**config.mk**
```make
export PLATFORM = sky130hd
export DESIGN_NAME = usb_serial_receiver_flat
export DESIGN_NICKNAME = d
export VERILOG_FILES = /design/src/rtl/usb_ctrl_pkg.sv /design/src/rtl/usb_serial_receiver_if.sv /design/src/rtl/usb_frame_classify.sv /design/src/rtl/usb_serial_receiver.sv /design/src/flat_wrapper.sv
export SDC_FILE = /design/constraint.sdc
export NUM_CORES = 1
export LEC_CHECK = 0
export CAP_MARGIN = 10
export CORE_ASPECT_RATIO = 0.75
export CORE_UTILIZATION = 50
export CTS_CLUSTER_SIZE = 14
export DETAILED_ROUTE_END_ITERATION = 8
export MAX_ROUTING_LAYER = met4
export PLACE_DENSITY = 0.73
export SYNTH_ARGS = -nofsm -noshare
export SYNTH_HDL_FRONTEND = slang
export SYNTH_SLANG_ARGS = --single-unit
```
**constraint.sdc**
```tcl
create_clock -name clk -period 3.77 [get_ports clk]
set_clock_uncertainty 0.1 [all_clocks]
set_input_delay 0.9425 -clock clk [delete_from_list [all_inputs] [get_ports clk]]
set_output_delay 0.9425 -clock clk [all_outputs]
set_load 0.05 [all_outputs]
```
**src/rtl/usb_ctrl_pkg.sv**
```systemverilog
// -----------------------------------------------------------------------------
// usb_ctrl_pkg
// Shared definitions for the controller serial link (receiver and transmitter):
//   - operation nibbles for the four buttons
//   - coordinates the cursor starts from after reset
//   - receiver FSM state encoding
//   - bit positions inside the one-hot dir {L,R,U,D} and btn {A,B,X,Y} vectors
// -----------------------------------------------------------------------------
package usb_ctrl_pkg;

   localparam logic [3:0] OP_A = 4'b1001;
   localparam logic [3:0] OP_B = 4'b1011;
   localparam logic [3:0] OP_X = 4'b1101;
   localparam logic [3:0] OP_Y = 4'b1111;

   localparam logic [3:0] X0 = 4'd10;
   localparam logic [3:0] Y0 = 4'd8;

   localparam int FRAME_BITS = 8;

   typedef enum logic {
      ST_IDLE = 1'b0,
      ST_RECV = 1'b1
   } rx_state_t;

   localparam int DIR_L = 3;
   localparam int DIR_R = 2;
   localparam int DIR_U = 1;
   localparam int DIR_D = 0;

   localparam int BTN_A = 3;
   localparam int BTN_B = 2;
   localparam int BTN_X = 1;
   localparam int BTN_Y = 0;

endpackage

```
**src/rtl/usb_serial_receiver_if.sv**
```systemverilog
// -----------------------------------------------------------------------------
// usb_serial_receiver_if
// Serial link bundle between the controller side and the host-side receiver.
//   bit_valid/cord_bit/op_bit : serial input, driven by the link (master)
//   x_out/y_out/op_out        : last received position and op nibble
//   dir/btn                   : one-hot move {L,R,U,D} / button {A,B,X,Y}
//   frame_valid/frame_err     : one-cycle frame strobe and malformed flag
//   timeout                   : one-cycle pulse when a partial frame is dropped
// -----------------------------------------------------------------------------
interface usb_serial_receiver_if;
   logic       bit_valid;
   logic       cord_bit;
   logic       op_bit;
   logic [3:0] x_out;
   logic [3:0] y_out;
   logic [3:0] op_out;
   logic [3:0] dir;
   logic [3:0] btn;
   logic       frame_valid;
   logic       frame_err;
   logic       timeout;

   modport master (
      output bit_valid, cord_bit, op_bit,
      input  x_out, y_out, op_out, dir, btn, frame_valid, frame_err, timeout
   );

   modport slave (
      input  bit_valid, cord_bit, op_bit,
      output x_out, y_out, op_out, dir, btn, frame_valid, frame_err, timeout
   );
endinterface

```
**src/rtl/usb_frame_classify.sv**
```systemverilog
// -----------------------------------------------------------------------------
// usb_frame_classify
// Combinational classification of a completed frame against the held position.
//   i_prev_x/i_prev_y : position held before this frame
//   i_new_x/i_new_y   : position carried by this frame
//   i_op              : op nibble, i_trail : trailing op bits (must be zero)
//   o_dir             : one-hot {L,R,U,D} for a single-step move
//   o_btn             : one-hot {A,B,X,Y} for a button frame
//   o_err             : frame malformed (dir/btn forced to zero)
// -----------------------------------------------------------------------------
module usb_frame_classify
   import usb_ctrl_pkg::*;
(
   input  logic [3:0] i_prev_x,
   input  logic [3:0] i_prev_y,
   input  logic [3:0] i_new_x,
   input  logic [3:0] i_new_y,
   input  logic [3:0] i_op,
   input  logic [3:0] i_trail,
   output logic [3:0] o_dir,
   output logic [3:0] o_btn,
   output logic       o_err
);

   // 4-bit arithmetic gives the 0<->15 wrap for free
   logic [3:0] w_x_inc, w_x_dec, w_y_inc, w_y_dec;
   logic       w_x_same, w_y_same;

   assign w_x_inc  = i_prev_x + 4'd1;
   assign w_x_dec  = i_prev_x - 4'd1;
   assign w_y_inc  = i_prev_y + 4'd1;
   assign w_y_dec  = i_prev_y - 4'd1;
   assign w_x_same = (i_new_x == i_prev_x);
   assign w_y_same = (i_new_y == i_prev_y);

   always_comb begin
      o_dir = '0;
      o_btn = '0;
      o_err = 1'b0;
      if (i_trail != 4'd0) begin
         o_err = 1'b1;
      end else if (w_x_same && w_y_same) begin
         case (i_op)
            OP_A:    o_btn[BTN_A] = 1'b1;
            OP_B:    o_btn[BTN_B] = 1'b1;
            OP_X:    o_btn[BTN_X] = 1'b1;
            OP_Y:    o_btn[BTN_Y] = 1'b1;
            default: o_err        = 1'b1;
         endcase
      end else if (w_y_same && (i_new_x == w_x_dec)) begin
         o_dir[DIR_L] = 1'b1;
      end else if (w_y_same && (i_new_x == w_x_inc)) begin
         o_dir[DIR_R] = 1'b1;
      end else if (w_x_same && (i_new_y == w_y_inc)) begin
         o_dir[DIR_U] = 1'b1;
      end else if (w_x_same && (i_new_y == w_y_dec)) begin
         o_dir[DIR_D] = 1'b1;
      end else begin
         o_err = 1'b1;
      end
   end

endmodule

```
**src/rtl/usb_serial_receiver.sv**
```systemverilog
// -----------------------------------------------------------------------------
// usb_serial_receiver
// Deserialises the coordinate and operation bit streams into 8-bit frames,
// MSB first, and publishes the decoded position / move / button per frame.
//   clk, reset : clock, asynchronous active-high reset
//   bus        : slave side of usb_serial_receiver_if (serial in, decoded out)
//   TIMEOUT    : idle cycles tolerated between bits inside a frame
// -----------------------------------------------------------------------------
module usb_serial_receiver
   import usb_ctrl_pkg::*;
#(
   parameter int TIMEOUT = 16
) (
   input  logic                 clk,
   input  logic                 reset,
   usb_serial_receiver_if.slave bus
);

   localparam int IDLE_W = $clog2(TIMEOUT + 1);

   rx_state_t         r_state, w_state_next;
   logic [2:0]        r_bit_cnt, w_bit_cnt_next;
   logic [6:0]        r_cord_sh, w_cord_sh_next;
   logic [6:0]        r_op_sh, w_op_sh_next;
   logic [IDLE_W-1:0] r_idle_cnt, w_idle_cnt_next;

   logic [3:0] r_x, r_y, r_op, r_dir, r_btn;
   logic [3:0] w_x_next, w_y_next, w_op_next, w_dir_next, w_btn_next;
   logic       r_fv, r_err, r_to;
   logic       w_fv_next, w_err_next, w_to_next;

   logic       w_commit, w_expire;
   logic [7:0] w_frame_cord, w_frame_op;
   logic [3:0] w_cls_dir, w_cls_btn;
   logic       w_cls_err;

   // The 8th bit is still on the pins when the frame commits
   assign w_frame_cord = {r_cord_sh, bus.cord_bit};
   assign w_frame_op   = {r_op_sh, bus.op_bit};

   assign w_commit = (r_state == ST_RECV) && bus.bit_valid &&
                     (r_bit_cnt == 3'(FRAME_BITS - 1));
   // A bit arriving on the expiring cycle wins, hence the !bit_valid term
   assign w_expire = (r_state == ST_RECV) && !bus.bit_valid &&
                     (r_idle_cnt == IDLE_W'(TIMEOUT - 1));

   usb_frame_classify u_classify (
      .i_prev_x (r_x),
      .i_prev_y (r_y),
      .i_new_x  (w_frame_cord[7:4]),
      .i_new_y  (w_frame_cord[3:0]),
      .i_op     (w_frame_op[7:4]),
      .i_trail  (w_frame_op[3:0]),
      .o_dir    (w_cls_dir),
      .o_btn    (w_cls_btn),
      .o_err    (w_cls_err)
   );

   // State register
   always_ff @(posedge clk or posedge reset) begin
      if (reset) r_state <= ST_IDLE;
      else       r_state <= w_state_next;
   end

   // Next-state logic
   always_comb begin
      w_state_next = r_state;
      case (r_state)
         ST_IDLE: if (bus.bit_valid)         w_state_next = ST_RECV;
         ST_RECV: if (w_commit || w_expire)  w_state_next = ST_IDLE;
         default:                            w_state_next = ST_IDLE;
      endcase
   end

   // Output / datapath next values
   always_comb begin
      w_bit_cnt_next  = r_bit_cnt;
      w_cord_sh_next  = r_cord_sh;
      w_op_sh_next    = r_op_sh;
      w_idle_cnt_next = r_idle_cnt;
      w_x_next        = r_x;
      w_y_next        = r_y;
      w_op_next       = r_op;
      w_dir_next      = r_dir;
      w_btn_next      = r_btn;
      w_fv_next       = 1'b0;
      w_err_next      = 1'b0;
      w_to_next       = 1'b0;
      if (bus.bit_valid) begin
         w_cord_sh_next  = {r_cord_sh[5:0], bus.cord_bit};
         w_op_sh_next    = {r_op_sh[5:0], bus.op_bit};
         w_idle_cnt_next = '0;
         if (w_commit) begin
            w_bit_cnt_next = '0;
            w_x_next       = w_frame_cord[7:4];
            w_y_next       = w_frame_cord[3:0];
            w_op_next      = w_frame_op[7:4];
            w_dir_next     = w_cls_dir;
            w_btn_next     = w_cls_btn;
            w_err_next     = w_cls_err;
            w_fv_next      = 1'b1;
         end else begin
            w_bit_cnt_next = r_bit_cnt + 3'd1;
         end
      end else if (r_state == ST_RECV) begin
         if (w_expire) begin
            w_bit_cnt_next  = '0;
            w_cord_sh_next  = '0;
            w_op_sh_next    = '0;
            w_idle_cnt_next = '0;
            w_to_next       = 1'b1;
         end else begin
            w_idle_cnt_next = r_idle_cnt + IDLE_W'(1);
         end
      end
   end

   always_ff @(posedge clk or posedge reset) begin
      if (reset) begin
         r_bit_cnt  <= '0;
         r_cord_sh  <= '0;
         r_op_sh    <= '0;
         r_idle_cnt <= '0;
         r_x        <= X0;
         r_y        <= Y0;
         r_op       <= '0;
         r_dir      <= '0;
         r_btn      <= '0;
         r_fv       <= 1'b0;
         r_err      <= 1'b0;
         r_to       <= 1'b0;
      end else begin
         r_bit_cnt  <= w_bit_cnt_next;
         r_cord_sh  <= w_cord_sh_next;
         r_op_sh    <= w_op_sh_next;
         r_idle_cnt <= w_idle_cnt_next;
         r_x        <= w_x_next;
         r_y        <= w_y_next;
         r_op       <= w_op_next;
         r_dir      <= w_dir_next;
         r_btn      <= w_btn_next;
         r_fv       <= w_fv_next;
         r_err      <= w_err_next;
         r_to       <= w_to_next;
      end
   end

   assign bus.x_out       = r_x;
   assign bus.y_out       = r_y;
   assign bus.op_out      = r_op;
   assign bus.dir         = r_dir;
   assign bus.btn         = r_btn;
   assign bus.frame_valid = r_fv;
   assign bus.frame_err   = r_err;
   assign bus.timeout     = r_to;

endmodule

```
**src/flat_wrapper.sv**
```systemverilog
// flat-port wrapper written by rule: the top's interface ports become plain ports
module usb_serial_receiver_flat import usb_ctrl_pkg::*;
#(
   parameter int TIMEOUT = 16
)
  (clk, reset, bus_bit_valid, bus_cord_bit, bus_op_bit, bus_x_out, bus_y_out, bus_op_out, bus_dir, bus_btn, bus_frame_valid, bus_frame_err, bus_timeout);
  usb_serial_receiver_if bus_i ();
  input  logic clk;
  input  logic reset;
  input wire logic [$bits(bus_i.bit_valid)-1:0] bus_bit_valid;
  input wire logic [$bits(bus_i.cord_bit)-1:0] bus_cord_bit;
  input wire logic [$bits(bus_i.op_bit)-1:0] bus_op_bit;
  output wire logic [$bits(bus_i.x_out)-1:0] bus_x_out;
  output wire logic [$bits(bus_i.y_out)-1:0] bus_y_out;
  output wire logic [$bits(bus_i.op_out)-1:0] bus_op_out;
  output wire logic [$bits(bus_i.dir)-1:0] bus_dir;
  output wire logic [$bits(bus_i.btn)-1:0] bus_btn;
  output wire logic [$bits(bus_i.frame_valid)-1:0] bus_frame_valid;
  output wire logic [$bits(bus_i.frame_err)-1:0] bus_frame_err;
  output wire logic [$bits(bus_i.timeout)-1:0] bus_timeout;
  assign bus_i.bit_valid = bus_bit_valid;
  assign bus_i.cord_bit = bus_cord_bit;
  assign bus_i.op_bit = bus_op_bit;
  assign bus_x_out = bus_i.x_out;
  assign bus_y_out = bus_i.y_out;
  assign bus_op_out = bus_i.op_out;
  assign bus_dir = bus_i.dir;
  assign bus_btn = bus_i.btn;
  assign bus_frame_valid = bus_i.frame_valid;
  assign bus_frame_err = bus_i.frame_err;
  assign bus_timeout = bus_i.timeout;
  usb_serial_receiver #(.TIMEOUT(TIMEOUT)) u_core (.clk(clk), .reset(reset), .bus(bus_i));
endmodule
```
==> results.py, run 1 <==
metrics = {
    "floorplan": {
        "coreArea_um2": 4150,
        "dieHeight_um": 59.6,
        "chipWidth_um": 78.9,
        "rows": 20,
        "dieArea_um2": 4700,
        "io_pins": 28,
        "initial_core_util_pct": 53.3,
    },
    "clocking": {
        "root_buffer": "clkbuf_8",
        "cts_tree": "done",
        "post_cts.repair.setup_buffers": 0,
        "htreeDepth": 2,
        "clk_pin_slew_ns": 0.08,
        "cts_made_buffers": 5,
        "cts-resized-gates": 0,
        "clk_latency_ns": 0.30,
        "cts_sinks": 46,
        "cts_hold_buf": 0,
        "cts.path.max_buffers": 2,
    },
    "placement": {
        "place_congestion": 0.809,
        "io_buffer_count": 27,
        "place_hpwl_mm": 3.02,
    },
    "layout": {
        "antennaDiodeCount": 0,
        "layout.cells.most_common": "nand2_1",
        "multi_input_area_um2": 992,
        "most-common-layout-cells": "69 x nand2_1, 43 x dfrtp_1, 27 x clkdlybuf4s50_1, 23 x o21ai_0, 10 x xor2_1",
        "drive_above_1_share_pct": 5.70,
        "seqCellArea_um2": 1150,
        "fillCellCount": 375,
        "areaGrowthSynthToFinish_pct": 18.6,
        "nets": 274,
    },
    "synth": {
        "synth.avg_cell_area_um2": 9.46,
        "yosysUniqueCellTypes": 32,
        "yosys_register_bits": 46,
        "ys_async_sr_fraction_pct": 100,
        "synth_cells": 234,
        "synthesis.area_um2": 2210,
        "synth_enable_flop_cells": 0,
        "yosys-top-cells-area": "dfrtp_1 49%, nand2_1 12%, o21ai_0 5.2%, ha_1 4.0%, xor2_1 4.0%",
        "synth.top_cell.area_share_pct": 48.6,
        "synth_fp_nets": 246,
        "synth_ff_type": "dfrtp_1",
        "synth_largest_area_cell": "dfrtp_1",
        "ys_warn_count": 0,
        "yosysSeqAreaShare_pct": 52.1,
    },
    "setup_path": {
        "ff2ff_path_depth": 5,
        "r2r_slack_ns": 1.66,
        "crit_family": "buffers and inverters",
        "cpPeakStageDelay_ns": 0.82,
        "startpoint": "u_core.bus.x_out[1]",
        "crit_buf_inv": 1,
        "timing.rr.start": "u_core.bus.x_out[2]",
        "setup.worst_path.class": "reg -> out",
        "crit_required_ns": 2.73,
        "crit_chain": "clkdlybuf4s50_1",
        "worstPathMaxFanout": 6,
        "crit_arrival_ns": 1.71,
        "worstReg2RegEnd": "u_core.bus.btn[1]",
        "crit_path_end_kind": "output port",
        "cp-start-kind": "flop",
        "cpMaxStageDelayCell": "clkdlybuf4s50_1",
    },
    "hold_path": {
        "min_from": "u_core.bus.y_out[3]",
        "hold_path_end": "u_core.bus.y_out[3]",
        "hold_class": "reg -> reg",
        "hold_path_depth": 2,
    },
    "sta": {
        "fin_crit_ns": 2.75,
        "worst_slew_pin_slew_ns": 0.574,
        "rsz0062_at_grt": "false",
        "hold_viol_final": 0,
        "fmax_mhz": 364,
        "totalNegativeSetupSlack_ns": 0,
        "finalCritPeriodShare_pct": 72.9,
        "setup_viol": 0,
        "slew_viol_final": 0,
        "slew-limit-headroom_pct": 61.7,
    },
    "routing": {
        "drtIter0Drc": 47,
        "wl_per_cell_um": 13.5,
        "top_layer": "met4",
        "drtPass1Iterations": 4,
        "met1_length_mm": 2.14,
        "ant_nets": 0,
        "drc": 0,
        "wl_met2_mm": 1.92,
        "vias": 1657,
        "wl_met3_um": 198,
        "via_per_inst": 5.21,
        "wl_mm": 4.31,
    },
    "global_route": {
        "grt_max_degree": 47,
        "antenna_found_initial": 0,
        "grt_usage_pct": 21.7,
        "grt_pass1_vias": 1524,
        "grt_overflow_total": 0,
        "grt_pass1_wl_mm": 7.28,
    },
    "power": {
        "totalPowerFinal_mw": 1.84,
        "pwr_density_cell_nw_per_um2": 699,
        "leakagePower_nw": 1.21,
        "peakVddDrop_mv": 0.318,
    },
    "outcome": {
        "status": "finished, final reports clean",
    },
    "run": {
        "drv_cap": 0,
    },
}
flip-flops by register name, summed over array words and instances, names as in the netlist:
signal,count
u_core.bus.timeout,1
u_core.r_cord_sh,7
u_core.bus.x_out,4
u_core.bus.op_out,4
u_core.r_state,1
u_core.r_idle_cnt,5
u_core.bus.dir,4
u_core.bus.btn,4
u_core.r_bit_cnt,3
u_core.bus.frame_valid,1
u_core.bus.y_out,4
u_core.r_op_sh,7
u_core.bus.frame_err,1
power by group:
part	internal, mW	total [mW]	switching, mW
clock	0.132	0.291	0.159
combinational	0.324	0.820	0.496
sequential	0.608	0.725	0.117
total	1.06	1.84	0.772
routing by layer:
layer / global-route usage [%] / vias to the layer above
met5: - / -
met4: 8.57 / 0
met3: 5.08 / 4
met2: 31.7 / 35
met1: 29.4 / 781
li1: - / 837
metrics by stage:
stage                     std cells  hold slack [ns]  util [%]  setup WS (ns)  cell area (µm²)
after floorplan                 234            0.361         -           1.46             2210
after global placement          310            0.359      61.3          0.935             2550
after detailed placement        310            0.371      61.3          0.893             2550
after CTS                       318            0.384      63.2           1.01             2630
after global routing            318            0.407      63.2          0.979             2630
final                           318            0.380      63.2           1.02             2630
synthesized netlist by cell type (all sizes together), types with 5 or more instances:
| cell | n |
|---|---|
| clkbuf | 10 |
| dfrtp | 43 |
| ha | 7 |
| inv | 7 |
| nand2 | 70 |
| nand3 | 5 |
| nand4 | 5 |
| nor2 | 9 |
| o21ai | 23 |
| o31ai | 7 |
| xnor2 | 8 |
| xor2 | 10 |
worst max path at each step:
stage	endpoint	slack [ns]	cells after the start
global placement	u_core.bus.btn[3]	0.94	6
detailed placement	u_core.bus.btn[1]	0.89	6
finish	bus_x_out[1]	1.02	1
CTS	bus_x_out[1]	1.01	1
floorplan	u_core.bus.btn[1]	1.46	5
global route	bus_x_out[1]	0.98	1
cell families after synthesis:
group                      share of synthesized area, %
buffers and inverters                              3.05
and+or+nand+nor                                    21.6
adders and majority gates                          3.95
AOI/OAI and AO/OA                                  9.49
DFF                                                52.1
muxes                                              1.36
xor gates and xnor gates                           8.36
cell type report:
class                      count  share of cell area, %
clock buffer                   8                   3.05
sequential                    46                   44.0
inverter                       8                   1.14
multi-input combinational    170                   37.8
tap                           55                   2.62
timing repair buffer          31                   11.4
(Power assumes the default switching activity.)
==> inputs of run 2 (changes only) <==
- CORE_UTILIZATION: 50 -> 49
- PLACE_DENSITY: 0.73 -> 0.75
- clock period: 3.77 -> 2.5 ns (I/O delays scaled with it)
==> results.py, run 2 (synthesized netlist as in run 1, its figures left out) <==
metrics = {
    "setup_path": {
        "cp-start-kind": "flop",
        "timing.rr.start": "u_core.r_cord_sh[5]",
        "crit_path_end_kind": "output port",
        "setup.worst_path.class": "reg -> out",
        "startpoint": "u_core.bus.x_out[1]",
        "cpPeakStageDelay_ns": 0.82,
        "crit_arrival_ns": 1.70,
        "crit_required_ns": 1.77,
        "crit_chain": "clkdlybuf4s50_1",
        "worstPathMaxFanout": 6,
        "cpMaxStageDelayCell": "clkdlybuf4s50_1",
        "crit_family": "buffers and inverters",
        "crit_buf_inv": 1,
    },
    "run": {
        "drv_cap": 0,
    },
    "layout": {
        "layout.cells.most_common": "nand2_1",
        "reg_top3": "u_core.r_cord_sh x7, u_core.r_op_sh x7, u_core.r_idle_cnt x5",
        "fillCellCount": 365,
        "drive_above_1_share_pct": 7.14,
        "nets": 277,
        "antennaDiodeCount": 0,
        "final_cell_area_um2": 2660,
        "most-common-layout-cells": "69 x nand2_1, 43 x dfrtp_1, 27 x clkdlybuf4s50_1, 23 x o21ai_0, 10 x xor2_1",
        "areaGrowthSynthToFinish_pct": 20.2,
    },
    "clocking": {
        "cts_hold_buf": 0,
        "cts-resized-gates": 0,
        "clk_latency_ns": 0.29,
        "cts.path.max_buffers": 2,
        "clk_pin_slew_ns": 0.08,
        "cts_made_buffers": 5,
        "cts_sinks": 46,
        "post_cts.repair.setup_buffers": 0,
        "root_buffer": "clkbuf_8",
        "cts_tree": "done",
        "htreeDepth": 2,
    },
    "routing": {
        "ant_nets": 0,
        "drc": 0,
        "via_per_inst": 5.08,
        "drtPass1Iterations": 4,
        "wl_mm": 4.22,
        "wl_per_cell_um": 13.1,
        "drtIter0Drc": 58,
        "vias": 1632,
    },
    "global_route": {
        "top_usage_layer": "met2",
        "antenna_found_initial": 0,
        "grt_use_met3_pct": 4.58,
        "grt_max_degree": 47,
        "grt_pass1_vias": 1520,
        "grt_overflow_total": 0,
        "grt_usage_pct": 20.9,
        "met2_usage_pct": 29.4,
        "grt_pass1_wl_mm": 7.15,
        "grt_util_met1_pct": 28.9,
    },
    "placement": {
        "place_area_um2": 2580,
        "place_hpwl_mm": 2.98,
        "io_buffer_count": 27,
        "place_congestion": 0.828,
    },
    "sta": {
        "slew_viol_final": 0,
        "rsz0062_at_grt": "false",
        "hold_viol_final": 0,
        "setup_viol": 0,
        "fmax_mhz": 412,
        "slew-limit-headroom_pct": 66.1,
        "fin_crit_ns": 2.43,
        "timing.hold.ws_ns": 0.377,
        "worst_slew_pin_slew_ns": 0.507,
        "finalCritPeriodShare_pct": 97.1,
    },
    "power": {
        "leakagePower_nw": 1.23,
        "peakVddDrop_mv": 0.461,
        "totalPowerFinal_mw": 2.77,
        "pwr_density_cell_nw_per_um2": 1040,
    },
    "floorplan": {
        "coreArea_um2": 4180,
        "dieHeight_um": 60.2,
        "rows": 20,
        "initial_core_util_pct": 53.0,
        "chipWidth_um": 79.6,
        "dieArea_um2": 4800,
        "io_pins": 28,
    },
    "outcome": {
        "status": "finished, final reports clean",
    },
    "hold_path": {
        "min_from": "u_core.bus.op_out[3]",
        "hold_class": "reg -> reg",
    },
}
## run 2: cell types whose count changed in the layout (fill, tap and decap cells not counted), sizes merged
cell    delta
buf        +3
inv        +1
clkinv     -1
## run 2: layout make-up
cell class	count	area, µm²	area share, %
Tap cell	55	68.8	2.59
Timing Repair Buffer	34	335	12.6
Multi-Input combinational cell	170	992	37.3
Clock buffer	8	80.1	3.01
Inverter	8	30.0	1.13
Sequential cell	46	1150	43.4
## run 2: through the flow
step | TNS, ns | instances | worst slack [ns] | util (%)
6_report | 0 | 321 | 0.0735 | 63.7
3_5_place_dp | -0.0365 | 313 | -0.0365 | 61.8
2_1_floorplan | 0 | 234 | 0.285 | -
3_3_place_gp | 0 | 313 | 0.0534 | 61.8
5_1_grt | 0 | 321 | 0.0301 | 63.7
4_1_cts | 0 | 321 | 0.0563 | 63.7
## run 2: power breakdown
| part | internal (mW) | switching (mW) |
|---|---|---|
| Sequential | 0.917 | 0.180 |
| Combinational | 0.500 | 0.739 |
| Clock | 0.199 | 0.232 |
| Total | 1.62 | 1.15 |
## run 2: routing by layer
| metal | vias up | part of all wire [%] |
|---|---|---|
| met2 | 32 | 42 |
| met1 | 753 | 53 |
| li1 | 843 | - |
| met5 | - | 0 |
| met4 | 0 | 1.0 |
| met3 | 4 | 3.9 |
## run 2: final timing paths
kind / endpoint / slack (ns) / depth (start not counted)
setup / recovery: bus_x_out[1] / 0.07 / 1
hold / removal: u_core.bus.op_out[3] / 0.38 / 2
setup reg to reg: u_core.bus.btn[1] / 0.37 / 5
hold reg to reg: u_core.bus.op_out[3] / 0.38 / 2
max in group asynchronous: u_core.bus.y_out[3] / 1.44 / 3
min in group asynchronous: u_core.bus.btn[0] / 0.58 / 3
==> inputs of run 3 (changes only) <==
- CORE_UTILIZATION: 49 -> 50
- PLACE_DENSITY: 0.75 -> default
- PLACE_DENSITY_LB_ADDON: default -> 0.2
- SYNTH_HIERARCHICAL: default -> 1
==> results.py, run 3 <==
metrics = {
    "outcome": {
        "status": "finished, final reports clean",
    },
    "sta": {
        "rsz0062_at_grt": "false",
        "worst_slew_pin_slew_ns": 0.735,
        "totalNegativeSetupSlack_ns": 0,
        "slew_viol_final": 0,
        "fmax_mhz": 408,
        "hold_viol_final": 0,
        "fin_crit_ns": 2.45,
        "fin_ws_ns": 0.0518,
        "slew-limit-headroom_pct": 50.7,
        "finalCritPeriodShare_pct": 97.9,
        "setup_viol": 0,
        "timing.hold.ws_ns": 0.414,
    },
    "placement": {
        "place_hpwl_mm": 3.13,
        "pre_cts_slack_ns": -0.0912,
        "io_buffer_count": 27,
        "place_area_um2": 2670,
        "place_inst": 270,
        "place_congestion": 0.873,
    },
    "setup_path": {
        "cpMaxStageDelayCell": "clkdlybuf4s50_1",
        "crit_family": "buffers and inverters",
        "crit_required_ns": 1.77,
        "worstPathMaxFanout": 8,
        "setup.worst_path.class": "reg -> out",
        "crit_buf_inv": 1,
        "crit_path_end_kind": "output port",
        "crit_chain": "clkdlybuf4s50_1",
        "cpPeakStageDelay_ns": 0.82,
        "crit_arrival_ns": 1.72,
        "cp-start-kind": "flop",
    },
    "routing": {
        "drc": 0,
        "vias": 1550,
        "drtIter0Drc": 105,
        "wl_mm": 4.56,
        "ant_nets": 0,
        "drtPass1Iterations": 5,
        "via_per_inst": 5.58,
        "wl_per_cell_um": 16.4,
    },
    "run": {
        "drv_cap": 0,
    },
    "synth": {
        "synth.avg_cell_area_um2": 12.5,
        "synth_ff_type": "dfrtp_1",
        "synth_cells": 186,
        "synth.most_common_cell": "dfrtp_1",
        "synth_largest_area_cell": "dfrtp_1",
        "synth_fp_nets": 198,
        "ys_async_sr_fraction_pct": 100,
        "yosys-top-cells-count": "43 x dfrtp_1, 20 x mux2_2, 16 x a22o_1, 13 x xor2_1, 10 x nor3_1",
        "yosys_register_bits": 46,
        "synth_enable_flop_cells": 0,
        "yosysSeqAreaShare_pct": 49.8,
        "yosysUniqueCellTypes": 45,
        "ys_warn_count": 6,
        "synthesis.area_um2": 2320,
        "yosys-top-cells-area": "dfrtp_1 46%, mux2_2 9.7%, a22o_1 6.0%, xor2_1 4.9%, ha_1 3.8%",
        "synth.top_cell.area_share_pct": 46.4,
    },
    "clocking": {
        "htreeDepth": 2,
        "clk_pin_slew_ns": 0.08,
        "cts_sinks": 46,
        "cts_tree": "done",
        "cts_hold_buf": 0,
        "clk_latency_ns": 0.28,
        "cts.path.max_buffers": 2,
        "cts_made_buffers": 5,
        "cts-resized-gates": 0,
        "post_cts.repair.setup_buffers": 0,
        "root_buffer": "clkbuf_8",
    },
    "power": {
        "swShare_pct": 38.2,
        "totalPowerFinal_mw": 3.06,
        "combPwrFrac_pct": 42.6,
        "leakagePower_nw": 1.28,
        "clkPwrFrac_pct": 21.8,
        "internal-power_mw": 1.89,
        "p_sw_mw": 1.17,
        "pwr_density_cell_nw_per_um2": 1090,
        "power_frac_seq_pct": 35.6,
        "peakVddDrop_mv": 0.793,
    },
    "hold_path": {
        "hold_class": "reg -> reg",
    },
    "global_route": {
        "grt_max_degree": 22,
        "grt_pass1_wl_mm": 7.72,
        "antenna_found_initial": 0,
        "grt_usage_pct": 22.0,
        "grt_overflow_total": 0,
        "grt_pass1_vias": 1601,
    },
    "floorplan": {
        "chipWidth_um": 80.6,
        "rows": 21,
        "dieHeight_um": 61.0,
        "initial_core_util_pct": 51.9,
        "coreArea_um2": 4470,
        "dieArea_um2": 4910,
        "io_pins": 28,
    },
    "layout": {
        "postLayoutCoreUtil_pct": 63.0,
        "instances_no_fill": 278,
        "nets": 232,
        "layout.cells.most_common": "dfrtp_1",
        "areaGrowthSynthToFinish_pct": 21.5,
        "final_cell_area_um2": 2820,
        "drive_above_1_share_pct": 23.1,
        "most-common-layout-cells": "43 x dfrtp_1, 27 x clkdlybuf4s50_1, 20 x mux2_2, 16 x a22o_1, 13 x xor2_1",
        "reg_top3": "u_core/r_cord_sh x7, u_core/r_op_sh x7, u_core/r_idle_cnt x5",
        "antennaDiodeCount": 0,
    },
}
## run 3: cell types whose count changed after synthesis, moves of 7 or more
cell / previous run / this run
nand2_1: 69 / 6
mux2_2: 0 / 20
o21ai_0: 23 / 4
a22o_1: 0 / 16
clkbuf_1: 10 / 1
nor3_1: 2 / 10
o31ai_1: 7 / 0
## run 3: cell families (layout without fill, tap and decap cells)
kind of cell | after synthesis | count (layout) | synth area share [%]
AOI/OAI and AO/OA | 28 | 28 | 10.5
xor gates and xnor gates | 20 | 20 | 9.45
adders and majority gates | 7 | 7 | 3.78
buffers and inverters | 17 | 52 | 4.00
DFF | 46 | 46 | 49.8
muxes | 20 | 20 | 9.72
and+or+nand+nor | 48 | 48 | 12.7
## run 3: worst paths after layout
check,from,to,slack (ns),depth (start not counted)
worst max-delay path,u_core/bus.x_out[1],bus_x_out[1],0.05,1
worst min-delay path,u_core/r_bit_cnt[2],u_core/r_bit_cnt[2],0.41,1
worst max register to register,u_core/bus.x_out[1],u_core/bus.dir[0],0.18,8
worst min register to register,u_core/r_bit_cnt[2],u_core/r_bit_cnt[2],0.41,1
max in group asynchronous,reset,u_core/bus.x_out[3],1.13,3
min in group asynchronous,reset,u_core/r_bit_cnt[2],0.57,2
## run 3: layout make-up
cell class              instances  area (µm²)
fillers                       350        1650
repair buffers                 35         343
well taps                      57        71.3
flip-flops and latches         46        1150
multi-input cells             123        1070
clock inverters                 2        60.1
clock buffers                   6        82.6
inverters                       9        33.8
## run 3: layer usage
| layer | wire length (µm) | vias to the layer above | global-route usage [%] |
|---|---|---|---|
| met1 | 2070 | 785 | 27.7 |
| met3 | 213 | 2 | 5.11 |
| met2 | 2250 | 35 | 36.3 |
| li1 | - | 728 | - |
| met4 | 20 | 0 | 5.10 |
| met5 | 0 | - | - |
## run 3: power groups by stage
stage	registers, mW	clock network [mW]	logic [mW]
after floorplan	1.35	0	0.700
after global placement	1.09	0	1.24
after detailed placement	1.10	0	1.28
after CTS	1.09	0.685	1.30
after global routing	1.12	0.722	1.39
final	1.09	0.667	1.30
